[config.mk]
export PLATFORM = sky130hd
export DESIGN_NAME = mips_boot_sequencer
export DESIGN_NICKNAME = d
export VERILOG_FILES = /design/src/rtl/mips_boot_sequencer.sv
export SDC_FILE = /design/constraint.sdc
export NUM_CORES = 1
export LEC_CHECK = 0
export CORE_UTILIZATION = 25
export DETAILED_ROUTE_END_ITERATION = 12
export HOLD_SLACK_MARGIN = 0.06
export PLACE_DENSITY = 0.46
export SLEW_MARGIN = 10
export SYNTH_ARGS = -nofsm -noshare
export SYNTH_HDL_FRONTEND = slang
export SYNTH_SLANG_ARGS = --single-unit
[constraint.sdc]
create_clock -name clk -period 2.14 [get_ports clk]
set_input_delay 0.321 -clock clk [delete_from_list [all_inputs] [get_ports clk]]
set_output_delay 0.321 -clock clk [all_outputs]
set_load 0.05 [all_outputs]
[src/rtl/mips_boot_sequencer.sv]
// mips_boot_sequencer: loads a big-endian program into instruction memory from a byte stream,
// then runs the CPU until it halts or times out. Rev 1.0
`default_nettype none

module mips_boot_sequencer #(
  parameter int          ADDR_W         = 10,
  parameter logic [31:0] RESET_VECTOR   = 32'hBFC00000,
  parameter int          TIMEOUT_CYCLES = 1024
) (
  input  logic              clk,
  input  logic              reset,
  input  logic              start,
  input  logic [ADDR_W:0]   word_count,
  input  logic              byte_valid,
  input  logic [7:0]        byte_data,
  output logic              byte_ready,
  output logic              imem_write,
  output logic [31:0]       imem_address,
  output logic [31:0]       imem_writedata,
  output logic              cpu_reset,
  output logic              cpu_clk_enable,
  input  logic              cpu_active,
  input  logic [31:0]       cpu_register_v0,
  output logic              busy,
  output logic              done,
  output logic              timeout,
  output logic [31:0]       result
);

  localparam int                CNT_W      = $clog2(TIMEOUT_CYCLES + 1);
  localparam logic [ADDR_W:0]   MAX_WORDS  = {1'b1, {ADDR_W{1'b0}}};
  localparam logic [CNT_W-1:0]  LAST_CYCLE = CNT_W'(TIMEOUT_CYCLES - 1);

  typedef enum logic [2:0] {
    S_IDLE      = 3'd0,
    S_LOAD      = 3'd1,
    S_RESET_CPU = 3'd2,
    S_RUN       = 3'd3,
    S_DONE      = 3'd4
  } state_t;

  state_t           state_q, state_d;
  logic [1:0]       byte_idx_q, byte_idx_d;
  logic [ADDR_W:0]  word_idx_q, word_idx_d;
  logic [ADDR_W:0]  words_q, words_d;
  logic [23:0]      shift_q, shift_d;
  logic             rst_cnt_q, rst_cnt_d;
  logic [CNT_W-1:0] cyc_q, cyc_d;
  logic             imem_write_q, imem_write_d;
  logic [31:0]      imem_address_q, imem_address_d;
  logic [31:0]      imem_writedata_q, imem_writedata_d;
  logic             timeout_q, timeout_d;
  logic [31:0]      result_q, result_d;
  logic             byte_ready_q, cpu_reset_q, cpu_clk_enable_q, busy_q, done_q;

  logic [ADDR_W:0]  w_words;
  logic [ADDR_W:0]  w_next_word;

  assign w_words     = (word_count > MAX_WORDS) ? MAX_WORDS : word_count;
  assign w_next_word = word_idx_q + 1'b1;

  always_comb begin
    state_d          = state_q;
    byte_idx_d       = byte_idx_q;
    word_idx_d       = word_idx_q;
    words_d          = words_q;
    shift_d          = shift_q;
    rst_cnt_d        = rst_cnt_q;
    cyc_d            = cyc_q;
    imem_write_d     = 1'b0;
    imem_address_d   = imem_address_q;
    imem_writedata_d = imem_writedata_q;
    timeout_d        = timeout_q;
    result_d         = result_q;

    case (state_q)
      S_IDLE, S_DONE: begin
        if (start) begin
          words_d    = w_words;
          byte_idx_d = 2'd0;
          word_idx_d = '0;
          rst_cnt_d  = 1'b0;
          timeout_d  = 1'b0;
          state_d    = (w_words != '0) ? S_LOAD : S_RESET_CPU;
        end
      end
      S_LOAD: begin
        if (byte_valid && byte_ready_q) begin
          byte_idx_d = byte_idx_q + 2'd1;
          shift_d    = {shift_q[15:0], byte_data};
          if (byte_idx_q == 2'd3) begin
            imem_writedata_d = {shift_q, byte_data};
            imem_address_d   = RESET_VECTOR + (32'(word_idx_q) << 2);
            imem_write_d     = 1'b1;
            word_idx_d       = w_next_word;
            if (w_next_word == words_q) begin
              rst_cnt_d = 1'b0;
              state_d   = S_RESET_CPU;
            end
          end
        end
      end
      S_RESET_CPU: begin
        if (rst_cnt_q) begin
          cyc_d   = '0;
          state_d = S_RUN;
        end else begin
          rst_cnt_d = 1'b1;
        end
      end
      S_RUN: begin
        // A halt seen on the very first cycle is stale CPU state, hence n >= 1.
        if ((cyc_q != '0) && !cpu_active) begin
          result_d  = cpu_register_v0;
          timeout_d = 1'b0;
          state_d   = S_DONE;
        end else if (cyc_q == LAST_CYCLE) begin
          result_d  = cpu_register_v0;
          timeout_d = 1'b1;
          state_d   = S_DONE;
        end else begin
          cyc_d = cyc_q + 1'b1;
        end
      end
      default: state_d = S_IDLE;
    endcase
  end

  always_ff @(posedge clk or negedge reset) begin
    if (!reset) begin
      state_q          <= S_IDLE;
      byte_idx_q       <= 2'd0;
      word_idx_q       <= '0;
      words_q          <= '0;
      shift_q          <= '0;
      rst_cnt_q        <= 1'b0;
      cyc_q            <= '0;
      imem_write_q     <= 1'b0;
      imem_address_q   <= RESET_VECTOR;
      imem_writedata_q <= '0;
      timeout_q        <= 1'b0;
      result_q         <= '0;
      byte_ready_q     <= 1'b0;
      cpu_reset_q      <= 1'b1;
      cpu_clk_enable_q <= 1'b0;
      busy_q           <= 1'b0;
      done_q           <= 1'b0;
    end else begin
      state_q          <= state_d;
      byte_idx_q       <= byte_idx_d;
      word_idx_q       <= word_idx_d;
      words_q          <= words_d;
      shift_q          <= shift_d;
      rst_cnt_q        <= rst_cnt_d;
      cyc_q            <= cyc_d;
      imem_write_q     <= imem_write_d;
      imem_address_q   <= imem_address_d;
      imem_writedata_q <= imem_writedata_d;
      timeout_q        <= timeout_d;
      result_q         <= result_d;
      // Per-state outputs are registered from the next state so they align with it.
      byte_ready_q     <= (state_d == S_LOAD);
      cpu_reset_q      <= (state_d == S_IDLE) || (state_d == S_LOAD) || (state_d == S_RESET_CPU);
      cpu_clk_enable_q <= (state_d == S_RESET_CPU) || (state_d == S_RUN);
      busy_q           <= (state_d == S_LOAD) || (state_d == S_RESET_CPU) || (state_d == S_RUN);
      done_q           <= (state_d == S_DONE);
    end
  end

  assign byte_ready     = byte_ready_q;
  assign imem_write     = imem_write_q;
  assign imem_address   = imem_address_q;
  assign imem_writedata = imem_writedata_q;
  assign cpu_reset      = cpu_reset_q;
  assign cpu_clk_enable = cpu_clk_enable_q;
  assign busy           = busy_q;
  assign done           = done_q;
  assign timeout        = timeout_q;
  assign result         = result_q;

endmodule

`default_nettype wire

## Word level (Yosys, flattened, before mapping)

Index checks and enable logic that the tools add are counted.
Widths: inputs -> output; s select.

- Word-level logic and storage cells: 102
- Output and inout port bits: 103
- Register bits: 166

- Reduce and logical (&&, ||, !) cells: 27
- $add $sub $neg: 4
- Mux-type cells: 34
- Order comparisons: 1
- Equal/unequal tests: 19

Operators with widths:

| cell | number |
|---|---|
| $mux 11 | 7 |
| $mux 32 | 2 |
| $pmux 11 s2 | 2 |
| $add 32x13->32 const A | 1 |
| $add 11x1->11 const B | 2 |
| $reduce_bool 11->1 | 2 |
| $mux 3 | 7 |
| $ne 2x2->1 const B | 7 |
| $eq 3x2->1 const B | 4 |
| $pmux 3 s4 | 1 |
| $eq 11x10->1 const B | 1 |
| $eq 11x11->1 | 1 |
| $gt 11x11->1 const B | 1 |
| $mux 1 | 9 |
| $reduce_and 3->1 | 3 |
| $reduce_and 4->1 | 2 |
| $reduce_bool 2->1 | 4 |
| $eq 3x1->1 const B | 2 |
| $eq 3x3->1 const B | 2 |
| $logic_not 3->1 | 2 |
| $mux 2 | 3 |
| $reduce_and 2->1 | 3 |
| $logic_or 1x1->1 | 5 |
| $reduce_and 5->1 | 1 |
| 10 further kinds | 11 |

## Logic depth before layout (Yosys ltp)

Gate-level depths: netlist of run 1.

- Depth in word-level cells: 9
- Gate-level depth with buffers: 10

## Worst setup path after synthesis of run 1

Ideal clock, no wire load.

- Path kind: register -> register
- Start: register word_idx_q[1]
- End: register cpu_reset_q, in the netlist cpu_reset
- Stages on the path, launching flop included: 11
- Arrival: 2.060 ns
- Period minus slack after synthesis: 2.134 ns
- Setup slack: 0.006 ns
- Library setup time: 0.074 ns
- Cells stage by stage: dfrtp_1 > ha_1 > buf_2 > nand2_1 > or3_1 > xnor2_1 > a21oi_1 > o211ai_4 > a211oi_4 > inv_2 > o22ai_2

- Cells in the longest elaborated chain, start to end: 9
- Elaborated cells between the ends (all ways): 11
- Classes of those cells: add/sub: 1; eq/ne: 3; mux: 4; reduce/logical: 3

RTL lines:

| what | line | RTL |
|---|---|---|
| from (decl) | 44 | `logic [ADDR_W:0] word_idx_q, word_idx_d;` |
| from (signal assigned) | 151 | `word_idx_q <= word_idx_d;` |
| $add 11x1->11 (*) | 60 | `assign w_next_word = word_idx_q + 1'b1;` |
| $eq 11x11->1 (*) | 96 | `if (w_next_word == words_q) begin` |
| $mux 3 (*) | 96 |  |
| $mux 3 (*) | 91 | `if (byte_idx_q == 2'd3) begin` |
| $mux 3 (*) | 88 | `if (byte_valid && byte_ready_q) begin` |
| $pmux 3 s4 (*) | 76 | `case (state_q)` |
| $eq 3x1->1 or $logic_not 3->1 (tied branches) | 163 | `cpu_reset_q <= (state_d == S_IDLE) \|\| (state_d == S_LOAD) \|\| (state_d == S_RESET_CPU);` |
| $logic_or 1x1->1 | 163 |  |
| $logic_or 1x1->1 (*) | 163 |  |
| to (signal assigned) | 163 |  |
| to (decl) | 54 | `logic byte_ready_q, cpu_reset_q, cpu_clk_enable_q, busy_q, done_q;` |

Every way passes the cells marked *; elsewhere a longest branch is shown, timed or not.
A chain may end at the register's enable or synchronous reset.

## Worst setup path in the final report of run 1

- Start: register word_idx_q[0]
- End: register cpu_reset_q, in the netlist cpu_reset

Same word-level chain as after synthesis.

==> results of run 1 <==
[cell usage after synthesis, types with 2 or more instances]
cell	n	area, um^2
a211oi_1	2	15.0
a21oi_1	9	45.0
a31oi_1	4	25.0
and2_1	4	25.0
and3_1	5	31.3
buf_1	4	15.0
buf_2	12	60.1
buf_4	23	173
clkbuf_1	4	15.0
conb_1	2	7.51
dfrtp_1	144	3600
ha_1	4	50.1
inv_1	9	33.8
mux2_1	3	33.8
mux2_2	96	1080
nand2_1	36	135
nand2b_1	11	68.8
nand3_1	12	60.1
nand4_1	6	37.5
nor2_1	26	97.6
nor3b_2	2	25.0
nor4_1	6	37.5
o21ai_0	30	150
o31ai_1	6	45.0
o41ai_1	3	26.3
xnor2_1	7	61.3
xor2_1	13	114
[timing repair]
action / in CTS / in global routing
hold endpoints to repair: 43 / 0
buffers inserted: 0 / 2
hold buffers: 1 / 0
setup endpoints to repair: 0 / 47
resized for setup: 0 / 10
[worst register-to-register path: cells and delay by family (launching register included)]
kind / cells / cell delay [ns]
AO/OA/AOI/OAI: 5 / 0.80
flip-flops: 1 / 0.38
adder cells (fa/ha/maj): 1 / 0.33
AND/OR/NAND/NOR: 1 / 0.27
XOR/XNOR: 1 / 0.15
buffers and inverters: 1 / 0.07
[cell usage in the layout, fill, tap and decap left out, types with 5 or more instances in the layout]
master	n
a21oi_1	9
clkdlybuf4s50_1	135
clkbuf_16	18
conb_1	21
nand2_1	35
nor4_1	5
inv_8	7
nand3_1	12
dfrtp_1	144
mux2_2	96
nor2_1	26
and3_1	5
nand2b_1	11
buf_12	5
o21ai_0	30
inv_1	9
xor2_1	12
xnor2_1	7
o31ai_1	6
buf_4	37
nand4_1	6
[registers in the layout (all words and copies together), names as in the netlist, 2 cells and up]
signal,cells
imem_writedata,32
result,32
imem_address,11
words_q,11
state_q,3
shift_q,24
word_idx_q,11
cyc_q,11
byte_idx_q,2
[path summary, 6_finish.rpt]
path | from | cells past startpoint | endpoint
max | word_idx_q[0]$_DFFE_PN0P_ | 9 | cpu_reset$_DFF_PN1_
min in group clk | cpu_register_v0[29] | 2 | result[29]$_DFFE_PN0P_
max reg2reg | word_idx_q[0]$_DFFE_PN0P_ | 9 | cpu_reset$_DFF_PN1_
min reg2reg | imem_address[5]$_DFFE_PN0P_ | 2 | imem_address[5]$_DFFE_PN0P_
max in group asynchronous | reset | 3 | cpu_reset$_DFF_PN1_
min | reset | 2 | imem_writedata[3]$_DFFE_PN0P_
[power by group]
group | internal, W | leakage [nW] | switching (W)
Sequential | 0.00373 | 1.82 | 0.000593
Combinational | 0.00237 | 1.81 | 0.00365
Clock | 0.00181 | 0.314 | 0.00139
Total | 0.00790 | 3.95 | 0.00562
[layout make-up]
cell class	instances	area [um^2]
inverter	10	37.5
multi-input combinational	332	2570
timing repair buffer	182	1800
clock buffer	17	425
fill	2490	16000
clock inverter	15	210
sequential	145	3630
tap	330	413
[routing by layer]
layer  GRT usage [%]  up-vias  wire (um)
li1                -     2102          -
met1            14.9     2230       6770
met2            20.8      108       7830
met3            4.37       11        884
met4            3.99        0        170
met5               0        -          0
[through the flow]
step / power [W] / area [um^2] / TNS [ns]
3_5_place_dp: 0.0104 / 8330 / -0.134
5_1_grt: 0.0142 / 9090 / -0.116
6_report: 0.0135 / 9090 / 0
3_3_place_gp: 0.0103 / 8330 / -0.318
4_1_cts: 0.0137 / 8980 / 0
2_1_floorplan: 0.00826 / 6460 / 0
[cells by family (layout without fill, tap and decap cells)]
logic type	after synthesis	after routing	share of synthesized area (%)
xor gates and xnor gates	21	21	3.00
and+or+nand+nor	120	120	9.87
AOI/OAI and AO/OA	66	66	6.91
muxes	100	100	17.6
adders and majority gates	4	4	0.784
other	2	21	0.118
buffers and inverters	54	224	4.88
DFF	145	145	56.8
==> summary.txt, run 1 <==
Global route
  • Tot GR Track Use: 12.4%
  • Grt ovf: 0
  • Antenna violations before repair: 0
  • Number of global-route vias before repair: 4733
  • Largest net degree at the start of global routing: 48
  • Global-route wire length before repair: 25200 um

Final layout
  • Final Instance Count excl. Fillers: 1031
  • Fraction of final layout cells sized beyond drive strength 1: 27.8%
  • Number of antenna diodes: 0
  • Post-layout util: between 30% and 40%
  • Layout Area Growth over Synthesis: 42.3%
  • Total number of nets in the final design: 748

Die
  • Floorplan die width: ~160 um
  • Io pins: 159
  • Initial core utilization: about a quarter
  • Die Outline Area: 26200 um^2
  • Number of rows in the core area: 58
  • Core outline area: 25100 um^2
  • Die Span Y: 162 um

Setup path
  • Buffers and inverters on the worst path: 1
  • Data arrival time at the worst-slack endpoint: 2.41 ns
  • Critical path launch point type: flop
  • Endpoint required time on the critical path: 2.49 ns
  • Crit path max fanout: 3
  • Critical-path cell list: ha_1, xnor2_1, o311ai_1, a211oi_1, and4_4, o211ai_4, a211oi_4, inv_2, o22ai_2
  • Largest delay contributor family on the critical path: compound AO/OA/AOI/OAI gates
  • Slowest stage cell, crit path: dfrtp_1
  • R2R Setup Slk: just under 0.08 ns
  • Maximum single-stage delay on the critical path: roughly 0.38 ns
  • Worst Path Class, Setup: reg2reg
  • CP endpoint kind: flop

Yosys
  • Number of instances in the synthesized netlist: 512
  • Post-synth design cell area: 6390 um^2
  • Fraction of synthesis flops using an asynchronous set or reset pin: 100%
  • Distinct cell type count of the synthesized netlist: 56
  • Ys flop type: dfrtp_1
  • Avg Synthesized Cell Area: 12.5 um^2
  • Number of synthesized flops with an enable pin: 0
  • Ys Warns: 0
  • Sequential-to-total area share from yosys stat: roughly 57%
  • Register bit total from synthesis: 145

Clocking
  • Clock tree root buffer cell: clkbuf_16
  • Number of buffers between clock root and the deepest sink: 2
  • CTS Sinks: between 100 and 150
  • Clock latency reported for the late side of the worst-skew pair: approximately 0.44 ns
  • TritonCTS clock tree: done
  • Clock input transition at the sequential cells of the worst setup and hold paths: 0.08 ns
  • Count of H-tree levels built during CTS: 4
  • TritonCTS Buffers: 17

STA
  • Period utilisation layout: 96.3%
  • Worst slew pin tran: 0.563 ns
  • Final count of negative-setup-slack endpoints: 0
  • Final worst path period need: roughly 2.1 ns
  • Final critical-path setup slack: 0.0781 ns
  • Hold WS: 0.410 ns
  • Max Fclk: 485 MHz
  • Fin. Hold Viols: 0
  • Final max-slew violation count: 0
  • Relative slew margins: 62.3%
  • Setup repair after global routing missed its margin: true
  • Final worst clock skew: between 0.015 and 0.02 ns

Drt
  • DRT iter0 DRCs: 153
  • Remaining antenna violation count after routing: 0
  • Drt wl/cell: ~15 um
  • Initial DRT Pass Iterations: 5
  • Routed Wire Length: 15700 um
  • DR vias: 4451
  • Remaining design rule violation count: 0
  • Via-per-instance ratio: 4.32

Place
  • DPL Wire Length: 10800 um
  • RePlAce Congestion: 0.806
  • Placed insts: slightly below 1000
  • Number of buffers inserted by port buffering: 137
  • Worst slack at placement: -0.0691 ns

Power and ir drop
  • Pwr per Cell Area: 1490 nW/um^2
  • Total leakage power: between 3 and 4 nW
  • Peak supply drop: about 770 uV

Run status
  • Outcome: finished, final reports clean

Hold path
  • Tightest Hold Check Type: in2async

Flow run
  • Number of max-cap violations: 0
Power figures use the tool's default switching activity.
==> run 2, diff against run 1 <==
- SKIP_CTS_REPAIR_TIMING: unset -> 1
==> run 2 against run 1 <==
Against the previous run:
- first-iteration DRC count is the same
- maximum frequency hardly changed
- wire length is essentially flat
- largest cell class unchanged
- highest routed layer unchanged
==> summary.txt, run 2 (synthesized netlist as in run 1, its figures left out) <==
STA
  • Max Fclk: 485 MHz (about the same)
  • Final critical-path setup slack: 0.0780 ns (-0.000147 ns)
  • Hold WS: 0.409 ns (-0.00158 ns)
  • Setup repair after global routing missed its margin: true
  • Period utilisation layout: 96.4% (about the same)
  • Relative slew margins: 62.0% (-0.35 points)
  • Final count of negative-setup-slack endpoints: 0 (unchanged)
  • Worst slew pin tran: 0.568 ns (+0.00521 ns)
  • Final worst path period need: 2.06 ns (+0.000147 ns)
  • Fin. Hold Viols: 0 (unchanged)
  • Final max-slew violation count: 0 (unchanged)
  • Final worst clock skew: 0.0198 ns (+0.000839 ns)

Final layout
  • Top library cells by usage in the layout, fill and taps aside: dfrtp_1 (144), clkdlybuf4s50_1 (135), mux2_2 (96)
  • Multi-input gate area in the final layout: 2570 um^2 (unchanged)
  • Sequential cell area: 3630 um^2 (unchanged)
  • Fraction of final layout cells sized beyond drive strength 1: 27.8% (unchanged)
  • Number of antenna diodes: 0 (unchanged)
  • Final Instance Count excl. Fillers: 1031 (unchanged)
  • Final instance area: 9090 um^2 (unchanged)
  • Total number of nets in the final design: 748 (unchanged)
  • Most frequent standard cell in the layout excluding fill and tap cells: dfrtp_1
  • Layout Area Growth over Synthesis: 42.3% (unchanged)
  • Layout filler cell count: 2490 (unchanged)

Power and ir drop
  • Pwr per Cell Area: 1490 nW/um^2 (about the same)
  • Total leakage power: 3.95 nW (unchanged)
  • Switching Share: 41.6% (about the same)
  • Net switching power: 0.00563 W (about the same)
  • PnR Total Power: 0.0135 W (about the same)
  • Peak supply drop: 766 uV (unchanged)
  • Part of the power in the clock network: 23.6% (about the same)
  • Combinational share of power: 44.5% (about the same)
  • Sequential share of power: 31.9% (about the same)
  • Internal Power: 0.00790 W (about the same)

Global route
  • Number of global-route vias before repair: 4721 (-0.25%)
  • Antenna violations before repair: 0 (unchanged)
  • Global-route wire length before repair: 25200 um (-0.11%)
  • Grt ovf: 0 (unchanged)
  • Largest net degree at the start of global routing: 48 (unchanged)
  • Tot GR Track Use: 12.4% (about the same)

Die
  • Core outline area: 25100 um^2 (unchanged)
  • Number of rows in the core area: 58 (unchanged)
  • Initial core utilization: 25.4% (unchanged)
  • Die Outline Area: 26200 um^2 (unchanged)
  • Die Span Y: 162 um (unchanged)
  • Floorplan die width: 162 um (unchanged)
  • Io pins: 159 (unchanged)

Run status
  • Outcome: finished, final reports clean

Setup path
  • Maximum single-stage delay on the critical path: 0.38 ns (about the same)
  • Crit path max fanout: 3 (unchanged)
  • Critical-path cell list: ha_1, xnor2_1, o311ai_1, a211oi_1, and4_4, o211ai_4, a211oi_4, inv_2, o22ai_2
  • Buffers and inverters on the worst path: 1 (unchanged)
  • Slowest stage cell, crit path: dfrtp_1
  • Critical path launch point type: flop
  • Largest delay contributor family on the critical path: compound AO/OA/AOI/OAI gates
  • CP endpoint kind: flop
  • Data arrival time at the worst-slack endpoint: 2.41 ns (about the same)
  • Worst Path Class, Setup: reg2reg
  • Endpoint required time on the critical path: 2.49 ns (about the same)

Place
  • DPL Wire Length: 10800 um (unchanged)
  • Standard cell area after detailed placement: 8330 um^2 (unchanged)
  • RePlAce Congestion: 0.806 (unchanged)
  • Worst slack at placement: -0.0691 ns (unchanged)
  • Placed insts: 994 (unchanged)
  • Number of buffers inserted by port buffering: 137 (unchanged)

Clocking
  • Clock tree root buffer cell: clkbuf_16
  • TritonCTS clock tree: done
  • Clock input transition at the sequential cells of the worst setup and hold paths: 0.08 ns (about the same)
  • Number of buffers between clock root and the deepest sink: 2 (unchanged)
  • Count of H-tree levels built during CTS: 4 (unchanged)
  • TritonCTS Buffers: 17 (unchanged)
  • CTS Sinks: 145 (unchanged)
  • Clock latency reported for the late side of the worst-skew pair: 0.44 ns (about the same)

Drt
  • Via-per-instance ratio: 4.33 (+0.25%)
  • Drt wl/cell: 15.2 um (about the same)
  • DRT iter0 DRCs: 153 (unchanged)
  • Remaining antenna violation count after routing: 0 (unchanged)
  • Initial DRT Pass Iterations: 4 (-1)
  • Remaining design rule violation count: 0 (unchanged)
  • Routed Wire Length: 15700 um (about the same)
  • DR vias: 4462 (+0.25%)

Hold path
  • Tightest Hold Check Type: in2async

Flow run
  • Number of max-cap violations: 0 (unchanged)
[run 2: cell counts in the layout (fill, tap and decap cells not counted)]
No cell type changed its count.
[run 2: layer usage]
metal	vias up	GRT usage [%]	share of wire, %
met5	-	0	0
met2	108	20.8	50
met3	11	4.37	5.7
met4	0	3.99	1.1
li1	2103	-	-
met1	2240	14.9	43
[run 2: path summary, 6_finish.rpt]
path | start | endpoint | slack (ns) | cells after the start
max | word_idx_q[0]$_DFFE_PN0P_ | cpu_reset$_DFF_PN1_ | 0.08 | 9
min | reset | imem_writedata[3]$_DFFE_PN0P_ | 0.41 | 2
max reg2reg | word_idx_q[0]$_DFFE_PN0P_ | cpu_reset$_DFF_PN1_ | 0.08 | 9
min reg2reg | imem_address[5]$_DFFE_PN0P_ | imem_address[5]$_DFFE_PN0P_ | 0.49 | 2
max in group asynchronous | reset | cpu_reset$_DFF_PN1_ | 1.09 | 3
min in group clk | cpu_register_v0[29] | result[29]$_DFFE_PN0P_ | 0.48 | 2
[run 2: area by class of cell]
cell class | count | area share (%)
sequential | 145 | 39.9
multi-input combinational | 332 | 28.3
tap | 330 | 4.54
timing repair buffer | 182 | 19.8
clock buffer | 17 | 4.68
clock inverter | 15 | 2.31
inverter | 10 | 0.413
[run 2: worst reg2reg max path: stages, from the launching register on]
cell	delay [ns]
dfrtp_1	0.38
ha_1	0.33
xnor2_1	0.15
o311ai_1	0.11
a211oi_1	0.20
and4_4	0.27
o211ai_4	0.10
a211oi_4	0.28
inv_2	0.07
o22ai_2	0.11
[run 2: power groups by stage]
stage	clock (W)	combinational, W	sequential, W
final	0.00319	0.00601	0.00432
after global routing	0.00341	0.00635	0.00447
after CTS	0.00332	0.00601	0.00433
after detailed placement	0	0.00600	0.00436
after global placement	0	0.00595	0.00433
after floorplan	0	0.00173	0.00652
[run 2: per-stage QoR]
stage / TNS (ns) / util (%)
3_3_place_gp: -0.318 / 33.2
3_5_place_dp: -0.134 / 33.2
4_1_cts: 0 / 35.7
6_report: 0 / 36.2
5_1_grt: -0.116 / 36.2
2_1_floorplan: 0 / -
==> run 3, diff against run 2 <==
- DONT_BUFFER_PORTS: unset -> 1
- PLACE_DENSITY: 0.46 -> 0.38
==> run 3 against run 2 <==
Against the previous run:
- the flow now finishes with violations (hold timing)
- die area did not move
- register-to-register slack hardly changed
- core utilization decreased by 4.2 points
- sequential cell count did not move
- count of clock-buffer cells in the layout up 1
- final cell count down 9.8%
- non-clock buffer count is 101 lower
- maximum frequency increased by 0.67%
- highest routed layer unchanged
==> summary.txt, run 3 (synthesized netlist as in run 1, its figures left out) <==
Die
  • Die Span Y: 162 um (unchanged)
  • Number of rows in the core area: 58 (unchanged)
  • Initial core utilization: 25.4% (unchanged)
  • Core outline area: 25100 um^2 (unchanged)
  • Io pins: 159 (unchanged)
  • Floorplan die width: 162 um (unchanged)
  • Die Outline Area: 26200 um^2 (unchanged)

Setup path
  • Critical-path cell list: ha_4, xnor2_2, o311ai_1, a211oi_1, and4_4, o211ai_4, a211oi_4, inv_2, o22ai_2
  • CP endpoint kind: flop
  • Buffers and inverters on the worst path: 1 (unchanged)
  • Capturing point of the worst reg2reg path: cpu_reset$_DFF_PN1_
  • Worst r2r src: word_idx_q[0]$_DFFE_PN0P_
  • Endpoint required time on the critical path: 2.48 ns (about the same)
  • Worst Path Class, Setup: reg2reg
  • Slowest stage cell, crit path: dfrtp_1
  • Critical path launch point type: flop
  • R2R Setup Slk: 0.09 ns (about the same)
  • Data arrival time at the worst-slack endpoint: 2.39 ns (-0.02 ns)
  • Maximum single-stage delay on the critical path: 0.42 ns (+0.04 ns)
  • Length in cells of the worst reg-to-reg path: 9 (unchanged)
  • Crit path max fanout: 3 (unchanged)
  • Largest delay contributor family on the critical path: compound AO/OA/AOI/OAI gates

Final layout
  • Number of antenna diodes: 0 (unchanged)
  • Total number of nets in the final design: 647 (-14%)
  • Top library cells by usage in the layout, fill and taps aside: dfrtp_1 (143), mux2_2 (96), dlygate4sd3_1 (44)
  • Final instance area: 8030 um^2 (-12%)
  • Fraction of final layout cells sized beyond drive strength 1: 32.5% (+4.7 points)
  • Layout Area Growth over Synthesis: 25.8%
  • Most frequent standard cell in the layout excluding fill and tap cells: dfrtp_1
  • Layout filler cell count: 2541 (+2.0%)

STA
  • Final worst clock skew: 0.0107 ns (-0.00903 ns)
  • Hold WS: -0.398 ns (-0.806 ns)
  • Setup TNS: 0 ns (unchanged)
  • Relative slew margins: 61.0% (-0.99 points)
  • Final critical-path setup slack: 0.0917 ns (+0.0137 ns)
  • Period utilisation layout: 95.7% (-0.64 points)
  • Max Fclk: 488 MHz (+0.67%)
  • Setup repair after global routing missed its margin: true
  • Final max-slew violation count: 0 (unchanged)
  • Final count of negative-setup-slack endpoints: 0 (unchanged)
  • Final worst path period need: 2.05 ns (-0.0137 ns)
  • Fin. Hold Viols: 145 (+145)
  • Worst slew pin tran: 0.580 ns (+0.0113 ns)

Clocking
  • Clock latency reported for the late side of the worst-skew pair: 0.42 ns (-0.02 ns)
  • TritonCTS Buffers: 17 (unchanged)
  • TritonCTS clock tree: done
  • Clock input transition at the sequential cells of the worst setup and hold paths: 0.06 ns (-0.02 ns)
  • Number of buffers between clock root and the deepest sink: 2 (unchanged)
  • Count of H-tree levels built during CTS: 4 (unchanged)
  • Clock tree root buffer cell: clkbuf_16
  • CTS Sinks: 145 (unchanged)

Place
  • RePlAce Congestion: 0.757 (-6.0%)
  • Number of buffers inserted by port buffering: 0 (-100%)
  • DPL Wire Length: 9760 um (-9.9%)
  • Standard cell area after detailed placement: 6900 um^2 (-17%)
  • Worst slack at placement: -0.0174 ns (+0.0517 ns)

Drt
  • DRT iter0 DRCs: 200 (+31%)
  • Drt wl/cell: 15.8 um (+4.2%)
  • Via-per-instance ratio: 4.39 (+1.4%)
  • Remaining design rule violation count: 0 (unchanged)
  • Routed Wire Length: 14700 um (-6.0%)
  • DR vias: 4082 (-8.5%)
  • Remaining antenna violation count after routing: 0 (unchanged)
  • Initial DRT Pass Iterations: 4 (unchanged)

Flow run
  • Number of max-cap violations: 0 (unchanged)

Run status
  • Failing checks: hold timing
  • Outcome: complete, but fails checks

Power and ir drop
  • Switching Share: 44.6% (+3.0 points)
  • Combinational share of power: 18.9% (-26 points)
  • Internal Power: 0.00668 W (-15%)
  • Total leakage power: 3.53 nW (-11%)
  • Net switching power: 0.00537 W (-4.5%)
  • Part of the power in the clock network: 25.2% (+1.6 points)
  • Peak supply drop: 926 uV (+21%)
  • Pwr per Cell Area: 1500 nW/um^2 (+0.85%)
  • Sequential share of power: 55.9% (+24 points)

Global route
  • Global-route wire length before repair: 22600 um (-10%)
  • Tot GR Track Use: 11.3% (-1.1 points)
  • Number of global-route vias before repair: 4096 (-13%)
  • Largest net degree at the start of global routing: 146 (+200%)
  • Antenna violations before repair: 0 (unchanged)
  • Grt ovf: 0 (unchanged)

Hold path
  • Tightest Hold Check Type: in2async
run 3: changes by cell type in the layout (fill, tap and decap cells not counted), moves of 3 or more:
cell / before / now
clkdlybuf4s50_1: 135 / 0
dlygate4sd3_1: 1 / 44
buf_4: 37 / 32
buf_12: 5 / 2
clkinv_8: 3 / 0
run 3: layer usage:
metal | up-vias | part of all wire, % | track usage [%]
met2 | 118 | 48 | 17.7
li1 | 1907 | - | -
met3 | 9 | 7.9 | 5.26
met5 | - | 0 | 0
met1 | 2048 | 43 | 13.7
met4 | 0 | 0.94 | 3.47
run 3: final cells by class:
type	count	area, um^2	share of cell area (%)
Timing Repair Buffer	81	754	9.39
Sequential cell	145	3630	45.2
Tap cell	330	413	5.14
Multi-Input combinational cell	332	2600	32.4
Clock buffer	18	439	5.47
Inverter	10	37.5	0.467
Clock inverter	14	158	1.96
run 3: worst max-delay path by stage:
stage	start	endpoint	slack [ns]	depth (start not counted)
final	word_idx_q[0]$_DFFE_PN0P_	cpu_reset$_DFF_PN1_	0.09	9
after global routing	word_idx_q[0]$_DFFE_PN0P_	cpu_reset$_DFF_PN1_	-0.04	9
after CTS	cyc_q[1]$_DFFE_PN0P_	result[17]$_DFFE_PN0P_	-0.02	8
after detailed placement	cyc_q[1]$_DFFE_PN0P_	result[21]$_DFFE_PN0P_	-0.02	8
after global placement	cyc_q[0]$_DFFE_PN0P_	result[24]$_DFFE_PN0P_	0.01	8
after floorplan	word_idx_q[1]$_DFFE_PN0P_	cpu_reset$_DFF_PN1_	0.006	10
run 3: power by group through the flow:
stage	clock, W	combinational [W]	sequential [W]
6_report	0.00304	0.00228	0.00674
5_1_grt	0.00326	0.00251	0.00689
4_1_cts	0.00316	0.00214	0.00674
3_5_place_dp	0	0.00213	0.00678
3_3_place_gp	0	0.00207	0.00678
2_1_floorplan	0	0.00173	0.00652
run 3: through the flow:
step / util, % / hold WS (ns) / std cells / power, W
final: 32.0 / -0.398 / 930 / 0.0121
after global routing: 32.0 / -0.436 / 930 / 0.0127
after global placement: 27.5 / 0.0307 / 853 / 0.00885
after CTS: 29.8 / -0.430 / 885 / 0.0120
after detailed placement: 27.5 / 0.0310 / 853 / 0.00892
after floorplan: - / 0.0254 / 531 / 0.00826
